File: src/rtl/agc_pkg.sv
// Shared types and clock-rate defaults for the automatic gain controller blocks.
package agc_pkg;

    // Gain code: 00 = lowest gain, 11 = highest gain.
    typedef logic [1:0] gain_t;

    // Phases of the break-before-make gain switch.
    typedef enum logic [1:0] {
        STEADY,
        BREAK,
        SELECT,
        SETTLE
    } sw_state_t;

    // Defaults for a 200 MHz ADC clock: 200 ns break, 10 us settle.
    localparam int DEF_BREAK_CYCLES  = 40;
    localparam int DEF_SETTLE_CYCLES = 2000;

    // Bits needed for a counter that runs 0 .. longest-1, never less than one bit.
    function automatic int timer_width(input int break_cycles, input int settle_cycles);
        int longest;
        int w;
        longest = (break_cycles > settle_cycles) ? break_cycles : settle_cycles;
        w = 1;
        while ((1 << w) < longest) begin
            w = w + 1;
        end
        return w;
    endfunction

endpackage

File: src/rtl/settle_timer.sv
// Loadable up-counter with a terminal-count flag; one instance serves both
// the break interval and the settle interval of the gain switch.
module settle_timer #(
    parameter int WIDTH = 4
) (
    input  logic             adc_clk,
    input  logic             rst,
    input  logic             load,
    input  logic [WIDTH-1:0] load_val,
    input  logic             inc,
    input  logic [WIDTH-1:0] terminal,
    output logic [WIDTH-1:0] count,
    output logic             tc
);

    // Load has priority over counting so a new interval always starts cleanly.
    always_ff @(posedge adc_clk) begin
        if (rst) begin
            count <= '0;
        end else if (load) begin
            count <= load_val;
        end else if (inc) begin
            count <= count + 1'b1;
        end
    end

    assign tc = (count == terminal);

endmodule

File: src/rtl/gain_switch_sequencer.sv
// Drives the analog gain mux with a break-before-make sequence and flags ADC
// samples as valid only once the analog chain has settled at the new gain.
module gain_switch_sequencer
    import agc_pkg::*;
#(
    parameter int BREAK_CYCLES  = DEF_BREAK_CYCLES,
    parameter int SETTLE_CYCLES = DEF_SETTLE_CYCLES,
    parameter int CNT_W         = 16
) (
    input  logic             adc_clk,
    input  logic             rst,
    input  logic [1:0]       gain_req,
    input  logic             gain_stable,
    output logic             sw_en,
    output logic [1:0]       sw_sel,
    output logic [1:0]       gain_applied,
    output logic             data_valid,
    output logic             gain_locked,
    output logic             busy,
    output logic [CNT_W-1:0] switch_count
);

    localparam int                TMR_W       = timer_width(BREAK_CYCLES, SETTLE_CYCLES);
    localparam logic [TMR_W-1:0]  BREAK_LAST  = TMR_W'(BREAK_CYCLES - 1);
    localparam logic [TMR_W-1:0]  SETTLE_LAST = TMR_W'(SETTLE_CYCLES - 1);
    localparam logic [CNT_W-1:0]  COUNT_MAX   = '1;

    sw_state_t        state;
    sw_state_t        state_nxt;
    gain_t            target;
    gain_t            target_nxt;
    gain_t            sw_sel_nxt;
    gain_t            gain_applied_nxt;
    logic             sw_en_nxt;
    logic             data_valid_nxt;
    logic [CNT_W-1:0] switch_count_nxt;
    logic             powerup;
    logic             powerup_nxt;

    logic             tmr_load;
    logic             tmr_inc;
    logic [TMR_W-1:0] tmr_terminal;
    logic [TMR_W-1:0] tmr_count;
    logic             tmr_tc;

    settle_timer #(
        .WIDTH (TMR_W)
    ) u_settle_timer (
        .adc_clk  (adc_clk),
        .rst      (rst),
        .load     (tmr_load),
        .load_val ('0),
        .inc      (tmr_inc),
        .terminal (tmr_terminal),
        .count    (tmr_count),
        .tc       (tmr_tc)
    );

    // Next-state and next-output decisions; requests are only looked at in STEADY.
    always_comb begin
        state_nxt        = state;
        target_nxt       = target;
        sw_en_nxt        = sw_en;
        sw_sel_nxt       = sw_sel;
        gain_applied_nxt = gain_applied;
        data_valid_nxt   = data_valid;
        switch_count_nxt = switch_count;
        powerup_nxt      = powerup;
        tmr_load         = 1'b0;
        tmr_inc          = 1'b0;
        tmr_terminal     = SETTLE_LAST;

        case (state)
            STEADY: begin
                if (gain_req != gain_applied) begin
                    target_nxt     = gain_req;
                    sw_en_nxt      = 1'b0;
                    data_valid_nxt = 1'b0;
                    tmr_load       = 1'b1;
                    state_nxt      = BREAK;
                end
            end
            BREAK: begin
                tmr_terminal = BREAK_LAST;
                tmr_inc      = 1'b1;
                if (tmr_tc) begin
                    sw_sel_nxt = target;
                    state_nxt  = SELECT;
                end
            end
            SELECT: begin
                sw_en_nxt        = 1'b1;
                gain_applied_nxt = target;
                tmr_load         = 1'b1;
                state_nxt        = SETTLE;
            end
            SETTLE: begin
                tmr_inc = 1'b1;
                if (tmr_tc) begin
                    state_nxt      = STEADY;
                    data_valid_nxt = 1'b1;
                    powerup_nxt    = 1'b0;
                    if (!powerup && (switch_count != COUNT_MAX)) begin
                        switch_count_nxt = switch_count + 1'b1;
                    end
                end
            end
            default: begin
                state_nxt = SETTLE;
            end
        endcase
    end

    // State and registered outputs; reset restarts the power-up settle with the mux connected at gain 0.
    always_ff @(posedge adc_clk) begin
        if (rst) begin
            state        <= SETTLE;
            target       <= '0;
            sw_en        <= 1'b1;
            sw_sel       <= '0;
            gain_applied <= '0;
            data_valid   <= 1'b0;
            switch_count <= '0;
            powerup      <= 1'b1;
        end else begin
            state        <= state_nxt;
            target       <= target_nxt;
            sw_en        <= sw_en_nxt;
            sw_sel       <= sw_sel_nxt;
            gain_applied <= gain_applied_nxt;
            data_valid   <= data_valid_nxt;
            switch_count <= switch_count_nxt;
            powerup      <= powerup_nxt;
        end
    end

    assign busy        = (state != STEADY);
    assign gain_locked = data_valid & gain_stable & (gain_req == gain_applied);

endmodule

File: config.mk
export PLATFORM = sky130hd
export DESIGN_NAME = gain_switch_sequencer
export DESIGN_NICKNAME = d
export VERILOG_FILES = /design/src/rtl/agc_pkg.sv /design/src/rtl/settle_timer.sv /design/src/rtl/gain_switch_sequencer.sv
export SDC_FILE = /design/constraint.sdc
export NUM_CORES = 1
export LEC_CHECK = 0
export CAP_MARGIN = 20
export CORE_UTILIZATION = 50
export CTS_BUF_LIST = sky130_fd_sc_hd__clkbuf_16
export CTS_CLUSTER_DIAMETER = 100
export DETAILED_ROUTE_END_ITERATION = 6
export GPL_ROUTABILITY_DRIVEN = 0
export GPL_TIMING_DRIVEN = 0
export PLACE_DENSITY = 0.7
export SLEW_MARGIN = 10
export SYNTH_ARGS = -nofsm -noshare
export SYNTH_HDL_FRONTEND = slang
export SYNTH_HIERARCHICAL = 1
export SYNTH_SLANG_ARGS = --single-unit
File: constraint.sdc
create_clock -name adc_clk -period 2.91 [get_ports adc_clk]
set_input_delay 0.4365 -clock adc_clk [delete_from_list [all_inputs] [get_ports adc_clk]]
set_output_delay 0.4365 -clock adc_clk [all_outputs]
set_load 0.005 [all_outputs]
==> results.py <==
metrics = {
    "clock_tree": {
        "tritoncts": "done",
        "worstSkewPairLatency_ps": 280,
        "cts_root_buf": "sky130_fd_sc_hd__clkbuf_16",
        "h-tree-depth": 2,
        "worst_setup_hold_path_clk_slew_ps": 60,
        "numClockSinks": 38,
        "deepest_clock_path_buffer_count": 2,
        "clock_buffer_count_from_cts": 5,
    },
    "floorplanning": {
        "initial_cell_density_of_the_core_pct": 53.6,
        "die_height_um": 68.4,
        "die_x_um": 68.4,
        "rows": 23,
        "boundaryPins": 29,
        "placeableCoreArea_sq_um": 4120,
        "fp.dieArea_sq_um": 4680,
    },
    "setup_path": {
        "timing.critical_path.required_ps": 3130,
        "cp.buffers_inverters": 3,
        "path_cells": "inv_2 > ha_4 > clkinvlp_4 > xnor2_2 > nand4_1 > nor3_2 > buf_4 > nand3b_4 > or3_4 > or4_1 > a21oi_1",
        "path_delay_family": "simple AND/OR/NAND/NOR gates",
        "timing_worst_setup_path_type": "flop to flop",
        "timing.critical_path.slowest_cell_delay_ps": 480,
        "critPathMaxFanout": 6,
        "worst-endpoint-arrival_ps": 3000,
        "critical_path.slowest_cell": "sky130_fd_sc_hd__or4_1",
        "timing.critical_path.to_type": "flop",
        "crit_path_start_kind": "flop",
    },
    "grt": {
        "grt_util_met2_pct": 35.5,
        "met3_usage_pct": 4.50,
        "remaining_global_route_overflow": 0,
        "grt_util_all_layers_pct": 23.2,
        "antenna_violations_before_repair": 0,
        "grt_busiest_layer": "met2",
        "first_pass_grt_wire_length_um": 8080,
        "number_of_global_route_vias_before_repair": 1750,
        "maximum_number_of_pins_on_one_net_before_global_route_repair": 13,
        "globalRouteMet1Util_pct": 31.9,
    },
    "detailed_routing": {
        "iteration_0_drc_markers": 86,
        "post-route-drc-count": 0,
        "first_pass_drt_iterations": 4,
        "wl_per_cell_um": 14.1,
        "postRouteWirelength_um": 5130,
        "route.antenna.remaining_nets": 0,
        "routed_via_density": 5.60,
        "dr_total_vias": 2039,
    },
    "logic_synthesis": {
        "synthSimpleGateAreaFrac_pct": 29.8,
        "post_synth_instance_area_sq_um": 2210,
        "seq_area_frac_synth_pct": 34.5,
        "post_synth_inst_count": 256,
        "area_fraction_in_compound_gates_after_synthesis_pct": 15.5,
        "netlist.area_leader.share_pct": 34.5,
        "yosys-top-cells-count": "sky130_fd_sc_hd__dfxtp_1, sky130_fd_sc_hd__nand2_1, sky130_fd_sc_hd__a21oi_1",
        "post_synth.cell_area_avg_sq_um": 8.62,
        "synthesis.yosys.warnings": 6,
        "number_of_distinct_library_cells_after_synthesis": 53,
        "synthTopCellsByArea": "sky130_fd_sc_hd__dfxtp_1, sky130_fd_sc_hd__xnor2_1, sky130_fd_sc_hd__a21oi_1, sky130_fd_sc_hd__ha_1, sky130_fd_sc_hd__nand2_1",
        "synthMuxAreaShare_pct": 3.35,
        "synth_xor_xnor_area_share_pct": 7.94,
        "synth_fa_ha_area_share_pct": 3.97,
        "synth_ff_type": "sky130_fd_sc_hd__dfxtp_1",
        "async_reset_ff_share_pct": 0,
        "yosys.area.top_type": "sky130_fd_sc_hd__dfxtp_1",
        "yosysMostFrequentCell": "sky130_fd_sc_hd__dfxtp_1",
        "synth_top_family_by_area": "simple AND/OR/NAND/NOR gates",
        "ys_ff_latch": 38,
        "synth-edff-count": 0,
    },
    "timing": {
        "fmax_ghz": 0.359,
        "final-max-slew-violation-count": 0,
        "setup_tns_ps": 0,
        "timing_worst_slew_pin_value_ps": 701,
        "final-setup-viol-count": 0,
        "post-route-period-util_pct": 95.7,
        "max_slew_margin_pct": 52.9,
        "layout_min_cycle_time_ps": 2780,
        "timing.clock.skew_ps": 5.15,
        "whs_ps": 460,
        "timing_hold_violations_final": 0,
    },
    "power": {
        "design_power_total_uw": 1950,
        "leakage_uw": 0.00106,
        "peak_vdd_ir_mv": 0.417,
        "pwr_density_cell_nw_per_um2": 678,
    },
    "hold_path": {
        "min_path_type": "flop to flop",
    },
    "layout": {
        "nNetsFinal": 325,
        "post-route-cell-area_sq_um": 2880,
        "antenna_cells": 0,
        "final_cells": 364,
        "areaGrowthSynthToFinish_pct": 30.4,
        "post_route_cells_drive_above_1_share_pct": 16.6,
    },
    "place": {
        "postPlaceCellArea_sq_um": 2600,
        "numPortBuffers": 28,
        "place_inst": 347,
        "dpl.hpwl_um": 3460,
    },
    "flow_run": {
        "cap_viol_max_count": 0,
    },
    "run_status": {
        "status": "finished, final reports clean",
    },
}
-- layout by cell type, fill, tap and decap left out, types with 3 or more instances in the layout --
cell	instances
sky130_fd_sc_hd__a211oi_1	3
sky130_fd_sc_hd__a21oi_1	21
sky130_fd_sc_hd__mux2i_1	4
sky130_fd_sc_hd__or3_2	4
sky130_fd_sc_hd__clkbuf_1	4
sky130_fd_sc_hd__a311oi_1	3
sky130_fd_sc_hd__nand3_1	11
sky130_fd_sc_hd__inv_1	7
sky130_fd_sc_hd__or3_1	3
sky130_fd_sc_hd__xnor2_2	5
sky130_fd_sc_hd__nor2_1	15
sky130_fd_sc_hd__o21ai_0	12
sky130_fd_sc_hd__xnor2_1	8
sky130_fd_sc_hd__buf_4	11
sky130_fd_sc_hd__or4_1	7
sky130_fd_sc_hd__ha_1	6
sky130_fd_sc_hd__conb_1	15
sky130_fd_sc_hd__nand4_1	10
sky130_fd_sc_hd__clkdlybuf4s50_1	28
sky130_fd_sc_hd__nor3_1	3
sky130_fd_sc_hd__dfxtp_1	37
sky130_fd_sc_hd__clkbuf_16	5
sky130_fd_sc_hd__o31ai_1	8
sky130_fd_sc_hd__mux2_2	3
sky130_fd_sc_hd__xor2_1	7
sky130_fd_sc_hd__nand2_1	22
-- where the power goes --
group	internal (uW)	total [uW]	switching, uW
clock network	313	528	215
logic	346	717	371
registers	597	705	108
total	1260	1950	694
-- cells by family after synthesis --
kind of cell,Yosys count
and+or+nand+nor,106
AOI/OAI and AO/OA,56
DFF,38
xor gates and xnor gates,20
buffers and inverters,20
adders and majority gates,7
muxes,7
other,2
-- metal layers --
layer  vias up  share of wire [%]
met5         -                  0
met3         8                3.6
li1       1047                  -
met4         0                1.6
met2        42                 46
met1       942                 49
-- per-stage QoR --
stage	setup WS [ps]	util (%)
final	126	69.9
after global routing	-6.28	69.9
after CTS	37.8	67.2
after detailed placement	-161	63.1
after global placement	-131	63.1
after floorplan	296	-
-- area by class of cell --
| cell class | instances | area, sq um |
|---|---|---|
| timing repair buffer | 37 | 348 |
| clock inverter | 3 | 16.3 |
| sequential | 38 | 762 |
| fill | 347 | 1240 |
| clock buffer | 5 | 125 |
| buffer | 11 | 67.6 |
| tap | 50 | 62.6 |
| multi-input combinational | 211 | 1460 |
| inverter | 9 | 37.5 |
-- path summary, 6_finish.rpt --
check | cells past startpoint | slack, ps | startpoint | end
setup / recovery | 11 | 130 | state[1] | switch_count[9]
setup reg to reg | 11 | 130 | state[1] | switch_count[9]
hold / removal | 2 | 460 | powerup | powerup
hold reg to reg | 2 | 460 | powerup | powerup
-- repair_timing --
| action | in CTS | in global routing |
|---|---|---|
| endpoints found under the hold margin | 0 | 0 |
| gates cloned | 0 | 0 |
| hold buffers | 0 | 0 |
| pin swaps | 0 | 4 |
| gates resized for setup | 5 | 8 |
| setup endpoints to repair | 4 | 4 |
| setup buffers | 0 | 9 |
-- flip-flops by register name, indices dropped and copies added, names as in the netlist --
| signal | flops |
|---|---|
| state | 2 |
| sw_en | 1 |
| data_valid | 1 |
| sw_sel | 2 |
| switch_count | 16 |
| gain_applied | 2 |
| u_settle_timer/count | 11 |
| target | 2 |
| powerup | 1 |
-- worst min-delay path, cell delays in order (launching register included) --
cell and delay [ps]:
sky130_fd_sc_hd__dfxtp_1 320, sky130_fd_sc_hd__nand2_1 60, sky130_fd_sc_hd__nand2_1 40
Note: power is estimated with default switching activity, not from simulation.
